<file path="config.mk">
export PLATFORM = sky130hd
export DESIGN_NAME = wb_port_sequencer_flat
export DESIGN_NICKNAME = d
export VERILOG_FILES = /design/src/rtl/y86_pkg.sv /design/src/rtl/wb_port_sequencer_if.sv /design/src/rtl/wb_dest_decode.sv /design/src/rtl/wb_port_sequencer.sv /design/src/flat_wrapper.sv
export SDC_FILE = /design/constraint.sdc
export NUM_CORES = 1
export LEC_CHECK = 0
export ABC_AREA = 1
export CELL_PAD_IN_SITES_DETAIL_PLACEMENT = 1
export CELL_PAD_IN_SITES_GLOBAL_PLACEMENT = 2
export CORE_MARGIN = 8
export CORE_UTILIZATION = 28
export CTS_BUF_LIST = sky130_fd_sc_hd__clkbuf_8
export CTS_CLUSTER_DIAMETER = 80
export CTS_CLUSTER_SIZE = 12
export DETAILED_ROUTE_END_ITERATION = 16
export PLACE_DENSITY = 0.93
export SYNTH_ARGS = -nofsm -noshare
export SYNTH_HDL_FRONTEND = slang
export SYNTH_SLANG_ARGS = --single-unit
</file>
<file path="constraint.sdc">
create_clock -name clk -period 4.3 [get_ports clk]
set_clock_uncertainty 0.2 [all_clocks]
set_input_delay 0.86 -clock clk [delete_from_list [all_inputs] [get_ports clk]]
set_output_delay 0.86 -clock clk [all_outputs]
set_load 0.02 [all_outputs]
</file>
<file path="src/rtl/y86_pkg.sv">
// Shared Y86-64 write-back definitions: instruction codes, special register
// specifiers and the write-back sequencer state encoding.
package y86_pkg;

  localparam logic [3:0] ICODE_HALT   = 4'h0;
  localparam logic [3:0] ICODE_NOP    = 4'h1;
  localparam logic [3:0] ICODE_CMOVXX = 4'h2;
  localparam logic [3:0] ICODE_IRMOVQ = 4'h3;
  localparam logic [3:0] ICODE_RMMOVQ = 4'h4;
  localparam logic [3:0] ICODE_MRMOVQ = 4'h5;
  localparam logic [3:0] ICODE_OPQ    = 4'h6;
  localparam logic [3:0] ICODE_JXX    = 4'h7;
  localparam logic [3:0] ICODE_CALL   = 4'h8;
  localparam logic [3:0] ICODE_RET    = 4'h9;
  localparam logic [3:0] ICODE_PUSHQ  = 4'hA;
  localparam logic [3:0] ICODE_POPQ   = 4'hB;

  localparam logic [3:0] RSP   = 4'h4;
  localparam logic [3:0] RNONE = 4'hF;

  typedef enum logic [1:0] {
    IDLE = 2'd0,
    WR_E = 2'd1,
    WR_M = 2'd2
  } wb_state_t;

endpackage

</file>
<file path="src/rtl/wb_port_sequencer_if.sv">
// Retire bus between the SEQ core and the write-back sequencer.
// The core is the master (offers one retiring instruction); the sequencer is
// the slave and answers with wb_ready.
interface wb_port_sequencer_if #(
  parameter int DW = 64
);

  logic          wb_valid;
  logic          wb_ready;
  logic [3:0]    icode;
  logic [3:0]    rA;
  logic [3:0]    rB;
  logic          cnd;
  logic [DW-1:0] valE;
  logic [DW-1:0] valM;

  modport master (
    output wb_valid, icode, rA, rB, cnd, valE, valM,
    input  wb_ready
  );

  modport slave (
    input  wb_valid, icode, rA, rB, cnd, valE, valM,
    output wb_ready
  );

endinterface

</file>
<file path="src/rtl/wb_dest_decode.sv">
// Combinational destination decode for a retiring Y86-64 instruction.
// Produces the E and M destination registers (RNONE when unused) and flags
// instruction codes outside the defined set.
module wb_dest_decode
  import y86_pkg::*;
(
  input  logic [3:0] i_icode,
  input  logic [3:0] i_ra,
  input  logic [3:0] i_rb,
  input  logic       i_cnd,
  output logic [3:0] o_dst_e,
  output logic [3:0] o_dst_m,
  output logic       o_bad
);

  // Map the instruction class to its register-file destinations.
  always_comb begin
    o_dst_e = RNONE;
    o_dst_m = RNONE;
    o_bad   = 1'b0;
    case (i_icode)
      ICODE_CMOVXX:                       o_dst_e = i_cnd ? i_rb : RNONE;
      ICODE_IRMOVQ, ICODE_OPQ:            o_dst_e = i_rb;
      ICODE_MRMOVQ:                       o_dst_m = i_ra;
      ICODE_CALL, ICODE_RET, ICODE_PUSHQ: o_dst_e = RSP;
      ICODE_POPQ: begin
        o_dst_e = RSP;
        o_dst_m = i_ra;
      end
      ICODE_HALT, ICODE_NOP, ICODE_RMMOVQ, ICODE_JXX: ;
      default:                            o_bad = 1'b1;
    endcase
  end

endmodule

</file>
<file path="src/rtl/wb_port_sequencer.sv">
// Write-back sequencer for the SEQ Y86-64 core.
// Serialises up to two register-file writes per retiring instruction onto a
// single registered write port (E write first, then M write) and publishes a
// pending-write mask for RAW hazard stalls.
// Optional build macro WB_FWD_EN adds a combinational forwarding lookup
// (fwd_addr / fwd_hit / fwd_data) over the writes still in flight.
module wb_port_sequencer
  import y86_pkg::*;
#(
  parameter int NREGS = 16,
  parameter int DW    = 64
) (
  input  logic             clk,
  input  logic             rst_n,
  wb_port_sequencer_if.slave wb,
  output logic             rf_we,
  output logic [3:0]       rf_waddr,
  output logic [DW-1:0]    rf_wdata,
  output logic [NREGS-1:0] pend_mask,
  output logic             halted,
  output logic             bad_icode
`ifdef WB_FWD_EN
  ,
  input  logic [3:0]       fwd_addr,
  output logic             fwd_hit,
  output logic [DW-1:0]    fwd_data
`endif
);

  wb_state_t        r_state;
  wb_state_t        w_state_next;
  wb_state_t        w_load_state;

  logic [3:0]       r_dst_e;
  logic [3:0]       r_dst_m;
  logic [DW-1:0]    r_val_e;
  logic [DW-1:0]    r_val_m;
  logic [3:0]       w_dst_e_next;
  logic [3:0]       w_dst_m_next;
  logic [DW-1:0]    w_val_e_next;
  logic [DW-1:0]    w_val_m_next;

  logic             r_rf_we;
  logic [3:0]       r_rf_waddr;
  logic [DW-1:0]    r_rf_wdata;
  logic             w_rf_we_next;
  logic [3:0]       w_rf_waddr_next;
  logic [DW-1:0]    w_rf_wdata_next;

  logic [NREGS-1:0] r_pend;
  logic [NREGS-1:0] w_pend_set;
  logic [NREGS-1:0] w_pend_clr;

  logic             r_halted;
  logic             r_bad_icode;

  logic [3:0]       w_dec_e;
  logic [3:0]       w_dec_m;
  logic             w_dec_bad;
  logic             w_ready;
  logic             w_accept;

  wb_dest_decode u_dest_decode (
    .i_icode (wb.icode),
    .i_ra    (wb.rA),
    .i_rb    (wb.rB),
    .i_cnd   (wb.cnd),
    .o_dst_e (w_dec_e),
    .o_dst_m (w_dec_m),
    .o_bad   (w_dec_bad)
  );

  // Ready whenever the current state is about to issue its last write (or is
  // idle), so a new instruction can follow without a bubble. Halt blocks all.
  assign w_ready  = ~r_halted &
                    ((r_state == IDLE) ||
                     ((r_state == WR_E) && (r_dst_m == RNONE)) ||
                     (r_state == WR_M));
  assign w_accept = wb.wb_valid & w_ready;

  // First write state for a freshly accepted instruction.
  assign w_load_state = (w_dec_e != RNONE) ? WR_E :
                        (w_dec_m != RNONE) ? WR_M : IDLE;

  // Destinations and values are latched only on accept; busy-time input
  // changes are ignored.
  assign w_dst_e_next = w_accept ? w_dec_e   : r_dst_e;
  assign w_dst_m_next = w_accept ? w_dec_m   : r_dst_m;
  assign w_val_e_next = w_accept ? wb.valE   : r_val_e;
  assign w_val_m_next = w_accept ? wb.valM   : r_val_m;

  // State register.
  always_ff @(posedge clk) begin
    if (!rst_n) r_state <= IDLE;
    else        r_state <= w_state_next;
  end

  // Next-state: walk E then M, reloading directly from a last-write state.
  always_comb begin
    w_state_next = r_state;
    case (r_state)
      IDLE:    w_state_next = w_accept ? w_load_state : IDLE;
      WR_E: begin
        if (r_dst_m != RNONE) w_state_next = WR_M;
        else                  w_state_next = w_accept ? w_load_state : IDLE;
      end
      WR_M:    w_state_next = w_accept ? w_load_state : IDLE;
      default: w_state_next = IDLE;
    endcase
  end

  // Outputs: the port registers are loaded with the write belonging to the
  // state being entered, so the port always shows the current state's write.
  always_comb begin
    w_rf_we_next    = 1'b0;
    w_rf_waddr_next = RNONE;
    w_rf_wdata_next = '0;
    case (w_state_next)
      WR_E: begin
        w_rf_we_next    = 1'b1;
        w_rf_waddr_next = w_dst_e_next;
        w_rf_wdata_next = w_val_e_next;
      end
      WR_M: begin
        w_rf_we_next    = 1'b1;
        w_rf_waddr_next = w_dst_m_next;
        w_rf_wdata_next = w_val_m_next;
      end
      default: ;
    endcase
  end

  // Per-register pending bookkeeping. A bit clears in the cycle its write is
  // on the port; for popq %rsp the E write leaves the bit set because the M
  // write to the same register is still to come. Set has priority over clear.
  generate
    for (genvar gi = 0; gi < NREGS; gi++) begin : g_pend
      localparam logic [3:0] REG_IDX = 4'(gi);
      assign w_pend_set[gi] = w_accept && (REG_IDX != RNONE) &&
                              ((w_dec_e == REG_IDX) || (w_dec_m == REG_IDX));
      assign w_pend_clr[gi] = ((r_state == WR_E) && (r_dst_e == REG_IDX) &&
                               (r_dst_m != REG_IDX)) ||
                              ((r_state == WR_M) && (r_dst_m == REG_IDX));
    end
  endgenerate

  // Capture registers, write-port registers, pending mask and sticky flags.
  always_ff @(posedge clk) begin
    if (!rst_n) begin
      r_dst_e     <= RNONE;
      r_dst_m     <= RNONE;
      r_val_e     <= '0;
      r_val_m     <= '0;
      r_rf_we     <= 1'b0;
      r_rf_waddr  <= RNONE;
      r_rf_wdata  <= '0;
      r_pend      <= '0;
      r_halted    <= 1'b0;
      r_bad_icode <= 1'b0;
    end else begin
      r_dst_e     <= w_dst_e_next;
      r_dst_m     <= w_dst_m_next;
      r_val_e     <= w_val_e_next;
      r_val_m     <= w_val_m_next;
      r_rf_we     <= w_rf_we_next;
      r_rf_waddr  <= w_rf_waddr_next;
      r_rf_wdata  <= w_rf_wdata_next;
      r_pend      <= (r_pend & ~w_pend_clr) | w_pend_set;
      if (w_accept && (wb.icode == ICODE_HALT)) r_halted    <= 1'b1;
      if (w_accept && w_dec_bad)                r_bad_icode <= 1'b1;
    end
  end

  assign wb.wb_ready = w_ready;
  assign rf_we       = r_rf_we;
  assign rf_waddr    = r_rf_waddr;
  assign rf_wdata    = r_rf_wdata;
  assign pend_mask   = r_pend;
  assign halted      = r_halted;
  assign bad_icode   = r_bad_icode;

`ifdef WB_FWD_EN
  // Forwarding lookup over writes not yet issued; the M write lands last, so
  // it takes precedence when both destinations match.
  always_comb begin
    fwd_hit  = 1'b0;
    fwd_data = '0;
    if (fwd_addr != RNONE) begin
      if (((r_state == WR_E) || (r_state == WR_M)) && (r_dst_m == fwd_addr)) begin
        fwd_hit  = 1'b1;
        fwd_data = r_val_m;
      end else if ((r_state == WR_E) && (r_dst_e == fwd_addr)) begin
        fwd_hit  = 1'b1;
        fwd_data = r_val_e;
      end
    end
  end
`endif

endmodule

</file>
<file path="src/flat_wrapper.sv">
// flat-port wrapper written by rule: the top's interface ports become plain ports
module wb_port_sequencer_flat import y86_pkg::*;
#(
  parameter int NREGS = 16,
  parameter int DW    = 64
)
  (clk, rst_n, rf_we, rf_waddr, rf_wdata, pend_mask, halted, bad_icode, wb_wb_valid, wb_icode, wb_rA, wb_rB, wb_cnd, wb_valE, wb_valM, wb_wb_ready);
  wb_port_sequencer_if #(.DW(DW)) wb_i ();
  input  logic clk;
  input  logic rst_n;
  output logic rf_we;
  output logic [3:0] rf_waddr;
  output logic [DW-1:0] rf_wdata;
  output logic [NREGS-1:0] pend_mask;
  output logic halted;
  output logic bad_icode;
  input wire logic [$bits(wb_i.wb_valid)-1:0] wb_wb_valid;
  input wire logic [$bits(wb_i.icode)-1:0] wb_icode;
  input wire logic [$bits(wb_i.rA)-1:0] wb_rA;
  input wire logic [$bits(wb_i.rB)-1:0] wb_rB;
  input wire logic [$bits(wb_i.cnd)-1:0] wb_cnd;
  input wire logic [$bits(wb_i.valE)-1:0] wb_valE;
  input wire logic [$bits(wb_i.valM)-1:0] wb_valM;
  output wire logic [$bits(wb_i.wb_ready)-1:0] wb_wb_ready;
  assign wb_i.wb_valid = wb_wb_valid;
  assign wb_i.icode = wb_icode;
  assign wb_i.rA = wb_rA;
  assign wb_i.rB = wb_rB;
  assign wb_i.cnd = wb_cnd;
  assign wb_i.valE = wb_valE;
  assign wb_i.valM = wb_valM;
  assign wb_wb_ready = wb_i.wb_ready;
  wb_port_sequencer #(.NREGS(NREGS), .DW(DW)) u_core (.clk(clk), .rst_n(rst_n), .wb(wb_i), .rf_we(rf_we), .rf_waddr(rf_waddr), .rf_wdata(rf_wdata), .pend_mask(pend_mask), .halted(halted), .bad_icode(bad_icode));
endmodule
</file>
* Word-level counts from Yosys, hierarchy flattened
Index checks and enable logic that the tools add are counted.
Word-level totals: bits in registers 225, input bits 144, output and inout port bits 88, word-level logic and storage cells 235
Operators by class: equality and inequality tests 90, muxes and demuxes 16, bitwise logic cells 6, reduce and logical (&&, ||, !) cells 112
Operator list (count):
- 4-bit equality test (second input constant) | 34
- 64-bit 2-to-1 mux | 2
- 64-bit one-hot mux with 2 select lines | 1
- 4-bit by 3-bit equality test with 1-bit output (second input constant) | 20
- 1-bit logical AND | 66
- 4-bit by 2-bit equality test with 1-bit output (second input constant) | 10
- 4-bit != test (second input constant) | 10
- 1-bit logical OR | 33
- 4-bit by 1-bit equality test with 1-bit output (second input constant) | 5
- 4-bit logical NOT | 5
- 16-bit AND | 1
- 4-bit 2-to-1 mux | 4
- 4-bit by 3-bit != test with 1-bit output (second input constant) | 4
- 16-bit NOT | 1
- 16-bit by 15-bit OR with 16-bit output | 1
- 4-bit one-hot mux with 3 select lines | 1
- 12-bit OR reduction | 1
- 2-bit 2-to-1 mux | 4
- 4-bit by 2-bit != test with 1-bit output (second input constant) | 2
- 4-bit one-hot mux with 2 select lines | 1
- 2-bit OR reduction | 4
- 2-bit by 1-bit equality test with 1-bit output (second input constant) | 2
- 2-bit equality test (second input constant) | 2
- 4-bit by 1-bit != test with 1-bit output (second input constant) | 1
- other kinds (7) | 9

* Depth between registers and ports, before layout
Gate-level depths: netlist of the first run.
depth after elaboration 12, depth in mapped cells 19, gate-level depth less buffers 17

* Cells and area by module
From an unflattened synthesis of the first run, not the netlist that was laid out.
Second synthesis, totals: cells, all modules 1566, area total of the unflattened synthesis 10375.0 µm²
Modules (own cells, without submodules):
- wb_port_sequencer | times used 1, cells an instance 1519, area each 10162.2 µm², sequential area each 4504.3 µm²
- wb_dest_decode | times used 1, cells an instance 47, area each 212.7 µm², sequential area each 0.0 µm²

* Worst setup path before layout of the first run
Ideal clock, no wire load.
path kind input-to-reg, start input wb_icode[2], end register u_core.r_rf_wdata[25] (netlist: u_core.rf_wdata[25]), library setup time 0.128 ns, data arrival time 2.931 ns, setup slack 1.042 ns, stages on the path 17, path buffers 2, cells stage by stage nor2_1 nand2_1 nand2_1 nand2_1 nand3_2 nand2_1 nor2_1 nand2_1 nand2_1 nand2_1 ha_1 inv_1 clkbuf_1 buf_1 o22ai_1 inv_1 nor2_1
Between the ends: cells in the longest elaborated chain, start to end 11, elaborated cells between the ends (all ways) 23, those cells by class 12 x eq/ne; 8 x mux; 3 x reduce/logical
RTL lines:
- start: declaration | RTL line flat_wrapper.sv:18 | input wire logic [$bits(wb_i.icode)-1:0] wb_icode;
- 4-bit equality test / 4-bit by 3-bit equality test with 1-bit output (equally long branches) | RTL line wb_dest_decode.sv:21 | case (i_icode)
- 2-bit OR reduction (no line)
- 4-bit 2-to-1 mux | RTL line wb_dest_decode.sv:21
- 4-bit != test | RTL line wb_port_sequencer.sv:83 | (w_dec_m != RNONE) ? WR_M : IDLE;
- 2-bit 2-to-1 mux | RTL line wb_port_sequencer.sv:83
- 2-bit 2-to-1 mux * | RTL line wb_port_sequencer.sv:82 | assign w_load_state = (w_dec_e != RNONE) ? WR_E :
- 2-bit 2-to-1 mux * | RTL line wb_port_sequencer.sv:102, wb_port_sequencer.sv:105, wb_port_sequencer.sv:107
- 2-bit 2-to-1 mux | RTL line wb_port_sequencer.sv:104 | if (r_dst_m != RNONE) w_state_next = WR_M;
- 2-bit one-hot mux with 2 select lines * | RTL line wb_port_sequencer.sv:101 | case (r_state)
- 2-bit equality test / 2-bit by 1-bit equality test with 1-bit output (equally long branches) | RTL line wb_port_sequencer.sv:118 | case (w_state_next)
- 64-bit one-hot mux with 2 select lines * | RTL line wb_port_sequencer.sv:118
- end signal: assignment | RTL line wb_port_sequencer.sv:167 | r_rf_wdata <= w_rf_wdata_next;
- end: declaration | RTL line wb_port_sequencer.sv:45 | logic [DW-1:0] r_rf_wdata;
Every way passes the cells marked *; elsewhere a longest branch is shown, timed or not. A chain may end at the register's enable or synchronous reset.

* Worst setup path after layout of the first run
start input wb_icode[3], end register u_core.r_rf_wdata[25] (netlist: u_core.rf_wdata[25])
Between the ends: cells in the longest elaborated chain, start to end 11, elaborated cells between the ends (all ways) 23, those cells by class 12 x eq/ne; 8 x mux; 3 x reduce/logical
RTL lines:
- 4-bit equality test / 4-bit by 3-bit equality test with 1-bit output (equally long branches) | RTL line wb_dest_decode.sv:21
- 2-bit OR reduction (no line)
- 4-bit 2-to-1 mux | RTL line wb_dest_decode.sv:21
- 4-bit != test | RTL line wb_port_sequencer.sv:83
- 2-bit 2-to-1 mux | RTL line wb_port_sequencer.sv:83
- 2-bit 2-to-1 mux * | RTL line wb_port_sequencer.sv:82
- 2-bit 2-to-1 mux * | RTL line wb_port_sequencer.sv:102, wb_port_sequencer.sv:105, wb_port_sequencer.sv:107
- 2-bit 2-to-1 mux | RTL line wb_port_sequencer.sv:104
- 2-bit one-hot mux with 2 select lines * | RTL line wb_port_sequencer.sv:101
- net u_core.w_state_next[1] | RTL line wb_port_sequencer.sv:31 | wb_state_t w_state_next;
- 2-bit equality test / 2-bit by 1-bit equality test with 1-bit output (equally long branches) | RTL line wb_port_sequencer.sv:118
- 64-bit one-hot mux with 2 select lines * | RTL line wb_port_sequencer.sv:118
The timed path passes the listed nets; every way through them passes the cells marked *.

==> results.yml, run 1 <==
timing:
  period_share_pct: 81.3
  drv_slew: 0
  finalSetupViolCount: 0
  worst_slack_ns: 0.804
  fin_tns_setup_ns: 0
  max_freq_mhz: 286
  slew_headroom_pct: 27.7
  worst_pin_slew_ns: 1.08
  finalHoldViolCount: 0
  min_period_ns: 3.50
  rsz0062_at_grt: "false"
synthesis:
  syn-cell-area_sq_um: 9250
  synth.avg_cell_area_sq_um: 7.05
  synth_cell_types: 30
  yosysTopAreaCell: "dfxtp_1"
  synth_area_leaders: "dfxtp_1 49%, nand2_1 10%, nor2_1 9.8%, inv_1 9.6%, o21ai_1 6.8%"
  yosys.area.top_type_share_pct: 48.7
  synth.ff_latch_count: 225
  syn_inst: 1312
  ys_seq_area_share_pct: 48.7
  ys.flop_type: "dfxtp_1"
  yosys_warnings: 0
  synth_most_common_cell: "nand2_1"
  synthArstFlopShare_pct: 0
  synth_edf_count: 0
  synth_common_cells: "248 x nand2_1, 242 x nor2_1, 236 x inv_1"
  synth_nets: 1458
worst_hold_path:
  whs_endpoint: "u_core.bad_icode$_SDFFE_PN0P_"
  min_path_cells: 1
  hold_path_class: "reg -> reg"
  min_from: "u_core.bad_icode$_SDFFE_PN0P_"
flow_run:
  drv_cap: 0
power:
  ir_worst_vdd_uv: 175
  p_per_area_nw_per_um2: 363
  leakagePower_nw: 5.19
worst_setup_path:
  startpoint_type: "primary input"
  timing.rr.end: "u_core.rf_wdata[25]$_SDFF_PN0_"
  rrSetupSlack_ns: 1.50
  path_max_fanout: 45
  worst_ep_arrival_time_ns: 3.78
  r2r_start: "u_core.r_dst_m[2]$_SDFF_PN1_"
  worstPathRequired_ns: 4.58
  critPathKind: "in -> reg"
  worstSetupEndpointType: "flip-flop"
  rr_worst_depth: 13
clocking:
  cts_root_buf: "clkbuf_8"
  cts_buffers: 23
  clk_path_buf_depth: 3
  clkTransAtPathRegs_ns: 0.08
  postCtsSetupRepairBufs: 0
  cts_tree: "built"
  insertion_delay_ns: 0.54
  hold_buffers: 0
  post_cts_resize_count: 0
  cts_max_level: 1
  clkSinkCount: 225
status:
  status: "completed"
routing:
  vias: 8769
  post_drt_wl_per_cell_um: 15.6
  drc: 0
  drt.antenna.violating_nets: 0
  first_pass_iters: 4
  drtIter0Drc: 343
  vias_per_cell: 4.49
  wl_um: 30400
floorplan:
  rows: 66
  die_x_um: 198
  core-area_sq_um: 32500
  ios: 232
  die_y_um: 198
  die_area_sq_um: 39100
  start_util_pct: 28.4
finish:
  nNetsFinal: 1654
  synthToLayoutAreaGrowth_pct: 32.8
  layout-drive-gt1-share_pct: 3.11
place:
  dp_slack_ns: 0.264
  dp_hpwl_um: 21500
  io_buffers: 231
  place_congestion: 0.846
grt:
  grt_max_degree: 159
  antenna_found_initial: 4
  grt_pass1_vias: 9062
  grt_usage_pct: 15.2
  grt_overflow: 0
  grt_pass1_wl_um: 48300
==> placed cells by master (no fill, tap or decap), types with 2 or more instances in the layout <==
cell,n
clkdlybuf4s50_1,231
o2111ai_1,2
clkbuf_8,24
nand4_1,2
nor2_1,242
o211ai_1,16
inv_1,232
dfxtp_1,225
nand3_1,21
or2_1,2
buf_12,7
buf_4,3
nand2_2,2
o21ai_1,126
o21a_1,2
clkinvlp_4,2
o21bai_1,7
o311ai_0,4
o21ai_0,14
inv_2,4
nor3_1,3
o22ai_1,64
a21oi_1,18
ha_1,2
nand2_1,248
==> routing by layer <==
layer | wire (um) | share of wire [%] | track usage (%) | vias to the layer above
li1 | - | - | - | 4447
met1 | 13200 | 44 | 18.3 | 4085
met2 | 14500 | 48 | 26.3 | 183
met3 | 1810 | 5.9 | 3.90 | 48
met4 | 868 | 2.9 | 4.56 | 6
met5 | 43 | 0.14 | 0 | -
==> cell type report <==
type / instances / area (sq um)
Antenna cell: 1 / 2.50
Clock buffer: 24 / 330
Fill cell: 4060 / 20300
Multi-Input combinational cell: 780 / 3500
Timing Repair Buffer: 241 / 2470
Clock inverter: 3 / 23.8
Inverter: 237 / 892
Tap cell: 442 / 553
Sequential cell: 225 / 4500
==> flip-flops by register name, summed over array words and instances, names as in the netlist <==
name / count
u_core.bad_icode: 1
u_core.r_dst_m: 4
u_core.pend_mask: 16
u_core.rf_we: 1
u_core.r_dst_e: 4
u_core.r_val_e: 64
u_core.rf_waddr: 4
u_core.rf_wdata: 64
u_core.r_state: 2
u_core.r_val_m: 64
u_core.halted: 1
==> where the power goes <==
part | total, mW | switching (mW) | internal (mW) | leakage (nW)
logic | 0.927 | 0.542 | 0.385 | 3.16
clock network | 1.24 | 0.738 | 0.506 | 0.177
registers | 2.28 | 0.0512 | 2.23 | 1.85
total | 4.45 | 1.33 | 3.12 | 5.19
==> critical path, stage by stage <==
cell and delay [ns]:
clkdlybuf4s50_1 0.49, nor2_1 0.32, nand2_1 0.12, nand2_1 0.18
nand2_1 0.09, nand3_2 0.11, nand2_1 0.12, nor2_1 0.18
nand2_1 0.07, nand2_1 0.06, nand2_1 0.09, inv_1 0.07
ha_1 0.22, nor2_1 0.25, inv_2 0.11, buf_12 0.19
nor2_1 0.15
==> cells by family (layout without fill, tap and decap cells) <==
| logic type | Yosys count | count (layout) | share of synthesized area (%) |
|---|---|---|---|
| AO/OA/AOI/OAI | 254 | 254 | 15.5 |
| adder cells (fa/ha/maj) | 2 | 2 | 0.270 |
| buffers and inverters | 307 | 505 | 13.4 |
| flip-flops | 225 | 225 | 48.7 |
| other | 0 | 1 | 0 |
| AND/OR/NAND/NOR | 524 | 524 | 22.1 |
==> metrics by stage <==
| stage | instance area [sq um] | util (%) | hold WS (ns) | total power [mW] | cells |
|---|---|---|---|---|---|
| global route | 12300 | 37.8 | 0.309 | 4.73 | 1953 |
| CTS | 12300 | 37.8 | 0.292 | 4.55 | 1952 |
| detailed placement | 11900 | 36.7 | 0.273 | 3.27 | 1925 |
| floorplan | 9250 | - | 0.318 | 2.88 | 1312 |
| global placement | 11900 | 36.7 | 0.253 | 3.24 | 1925 |
| finish | 12300 | 37.8 | 0.284 | 4.45 | 1953 |
==> worst max-delay path by stage <==
stage                     cells after the start                             end   startpoint  slack (ns)
final                                        17  u_core.rf_wdata[25]$_SDFF_PN0_  wb_icode[3]        0.80
after global routing                         17  u_core.rf_wdata[35]$_SDFF_PN0_  wb_icode[3]        0.57
after CTS                                    17  u_core.rf_wdata[54]$_SDFF_PN0_  wb_icode[3]        0.84
after detailed placement                     17  u_core.rf_wdata[54]$_SDFF_PN0_  wb_icode[3]        0.26
after global placement                       17  u_core.rf_wdata[60]$_SDFF_PN0_  wb_icode[3]        0.46
after floorplan                              17  u_core.rf_wdata[25]$_SDFF_PN0_  wb_icode[2]        1.04
No activity file was read; power rests on OpenSTA's default activity.
==> run 2: changes to the inputs <==
==> constraint.sdc (replaced) <==
create_clock -name clk -period 3.4 [get_ports clk]
set_clock_uncertainty 0.2 [all_clocks]
set_input_delay 0.68 -clock clk [delete_from_list [all_inputs] [get_ports clk]]
set_output_delay 0.68 -clock clk [all_outputs]
set_load 0.02 [all_outputs]
==> results.yml, run 2 (synthesis gave the netlist of run 1 again) <==
worst_setup_path:
  slowest_stage: "clkdlybuf4s50_1"
  path_max_fanout: 7
  worstPathRequired_ns: 2.52
  crit_chain: "nand4_1, nand2_2, nand2_1, inv_1, clkdlybuf4s50_1"
  path_buf_inv: 2
  cpPeakStageDelay_ns: 0.63
  worstSetupEndpointType: "output port"
  worst_ep_arrival_time_ns: 2.12
  startpoint_type: "flip-flop"
  critPathKind: "reg -> out"
  path_delay_family: "buffers and inverters"
power:
  p_sw_mw: 1.68
  ir_worst_vdd_uv: 227
  leakagePower_nw: 5.28
  sequentialPowerShare_pct: 51.4
  switching_share_pct: 29.9
  combPwrFrac_pct: 21.4
  p_per_area_nw_per_um2: 453
  p_total_mw: 5.62
  p_int_mw: 3.94
  p_clk_share_pct: 27.2
grt:
  grt_overflow: 0
  antenna_found_initial: 5
  grt_pass1_wl_um: 48600
  grt_usage_pct: 15.3
  grt_max_degree: 148
  grt_pass1_vias: 9130
place:
  dp_slack_ns: -0.189
  place_congestion: 0.861
  io_buffers: 231
  place_area_sq_um: 12100
  dp_hpwl_um: 21900
finish:
  fill_cells: 4059
  synthToLayoutAreaGrowth_pct: 34.2
  final_common_cell: "nand2_1"
  final_cell_mix: "248 x nand2_1, 242 x nor2_1, 233 x inv_1, 231 x clkdlybuf4s50_1, 225 x dfxtp_1"
  final_area_sq_um: 12400
  layout-drive-gt1-share_pct: 4.00
  nNetsFinal: 1670
routing:
  drc: 0
  first_pass_iters: 4
  wl_um: 30900
  vias_per_cell: 4.51
  vias: 8877
  drtIter0Drc: 301
  post_drt_wl_per_cell_um: 15.7
  drt.antenna.violating_nets: 0
timing:
  worst_slack_ns: 0.397
  min_period_ns: 3.00
  worst_pin_slew_ns: 0.931
  hold_slack_ns: 0.295
  drv_slew: 0
  finalHoldViolCount: 0
  slew_headroom_pct: 37.9
  period_share_pct: 88.3
  fin_tns_setup_ns: 0
  finalSetupViolCount: 0
  max_freq_mhz: 333
  rsz0062_at_grt: "false"
floorplan:
  start_util_pct: 28.4
  die_y_um: 198
  core-area_sq_um: 32500
  rows: 66
  ios: 232
  die_area_sq_um: 39100
  die_x_um: 198
clocking:
  postCtsSetupRepairBufs: 0
  cts_root_buf: "clkbuf_8"
  cts_max_level: 1
  clkSinkCount: 225
  clk_path_buf_depth: 3
  clkTransAtPathRegs_ns: 0.09
  insertion_delay_ns: 0.54
  cts_buffers: 22
  hold_buffers: 0
  cts_tree: "built"
  post_cts_resize_count: 0
worst_hold_path:
  hold_path_class: "reg -> reg"
status:
  status: "completed"
flow_run:
  drv_cap: 0
run 2: routing by layer:
| layer | part of all wire [%] | track usage [%] |
|---|---|---|
| met1 | 44 | 18.6 |
| met3 | 5.5 | 3.67 |
| met2 | 48 | 26.4 |
| met4 | 2.6 | 4.59 |
| met5 | 0.12 | 0 |
run 2: worst paths after layout:
check | from | to | slack [ns] | cells after the start
hold reg to reg | u_core.bad_icode$_SDFFE_PN0P_ | u_core.bad_icode$_SDFFE_PN0P_ | 0.30 | 1
setup reg to reg | u_core.r_dst_m[2]$_SDFF_PN1_ | u_core.rf_wdata[26]$_SDFF_PN0_ | 0.87 | 13
hold / removal | u_core.bad_icode$_SDFFE_PN0P_ | u_core.bad_icode$_SDFFE_PN0P_ | 0.30 | 1
setup / recovery | u_core.r_dst_m[2]$_SDFF_PN1_ | wb_wb_ready | 0.40 | 5
run 2: power groups by stage:
stage               sequential [mW]  combinational [mW]  clock, mW
CTS                            2.89                1.22       1.62
floorplan                      2.99               0.656          0
global placement               2.94                1.19          0
finish                         2.89                1.20       1.53
detailed placement             2.95                1.22          0
global route                   2.91                1.35       1.71
run 2: per-stage QoR:
step	utilization, %	instances
floorplan	-	1312
global placement	37.1	1942
detailed placement	37.1	1942
CTS	38.1	1967
global route	38.2	1969
finish	38.2	1969
run 2: layout make-up:
| class | instances | area [sq um] | area share, % |
|---|---|---|---|
| multi-input cells | 780 | 3500 | 28.2 |
| clock inverters | 2 | 12.5 | 0.101 |
| well taps | 442 | 553 | 4.45 |
| clock buffers | 23 | 317 | 2.55 |
| flip-flops and latches | 225 | 4500 | 36.3 |
| diodes | 2 | 5.00 | 0.0403 |
| repair buffers | 258 | 2630 | 21.2 |
| inverters | 237 | 892 | 7.19 |
run 2: worst reg2reg max path: cells and delay by family (launching register included):
kind | cells | cell delay, ns
and+or+nand+nor | 8 | 1.04
DFF | 1 | 0.46
buffers and inverters | 3 | 0.40
adders and majority gates | 1 | 0.22
AOI/OAI and AO/OA | 1 | 0.14
==> run 3: changes to the inputs <==
--- a/config.mk
+++ b/config.mk
@@ -14,6 +14,7 @@
 export CTS_CLUSTER_DIAMETER = 80
 export CTS_CLUSTER_SIZE = 12
 export DETAILED_ROUTE_END_ITERATION = 16
+export GPL_TIMING_DRIVEN = 1
 export PLACE_DENSITY = 0.93
 export SYNTH_ARGS = -nofsm -noshare
 export SYNTH_HDL_FRONTEND = slang
==> results of run 3 <==
Final layout, timing and power as in run 2 (identical DEF).
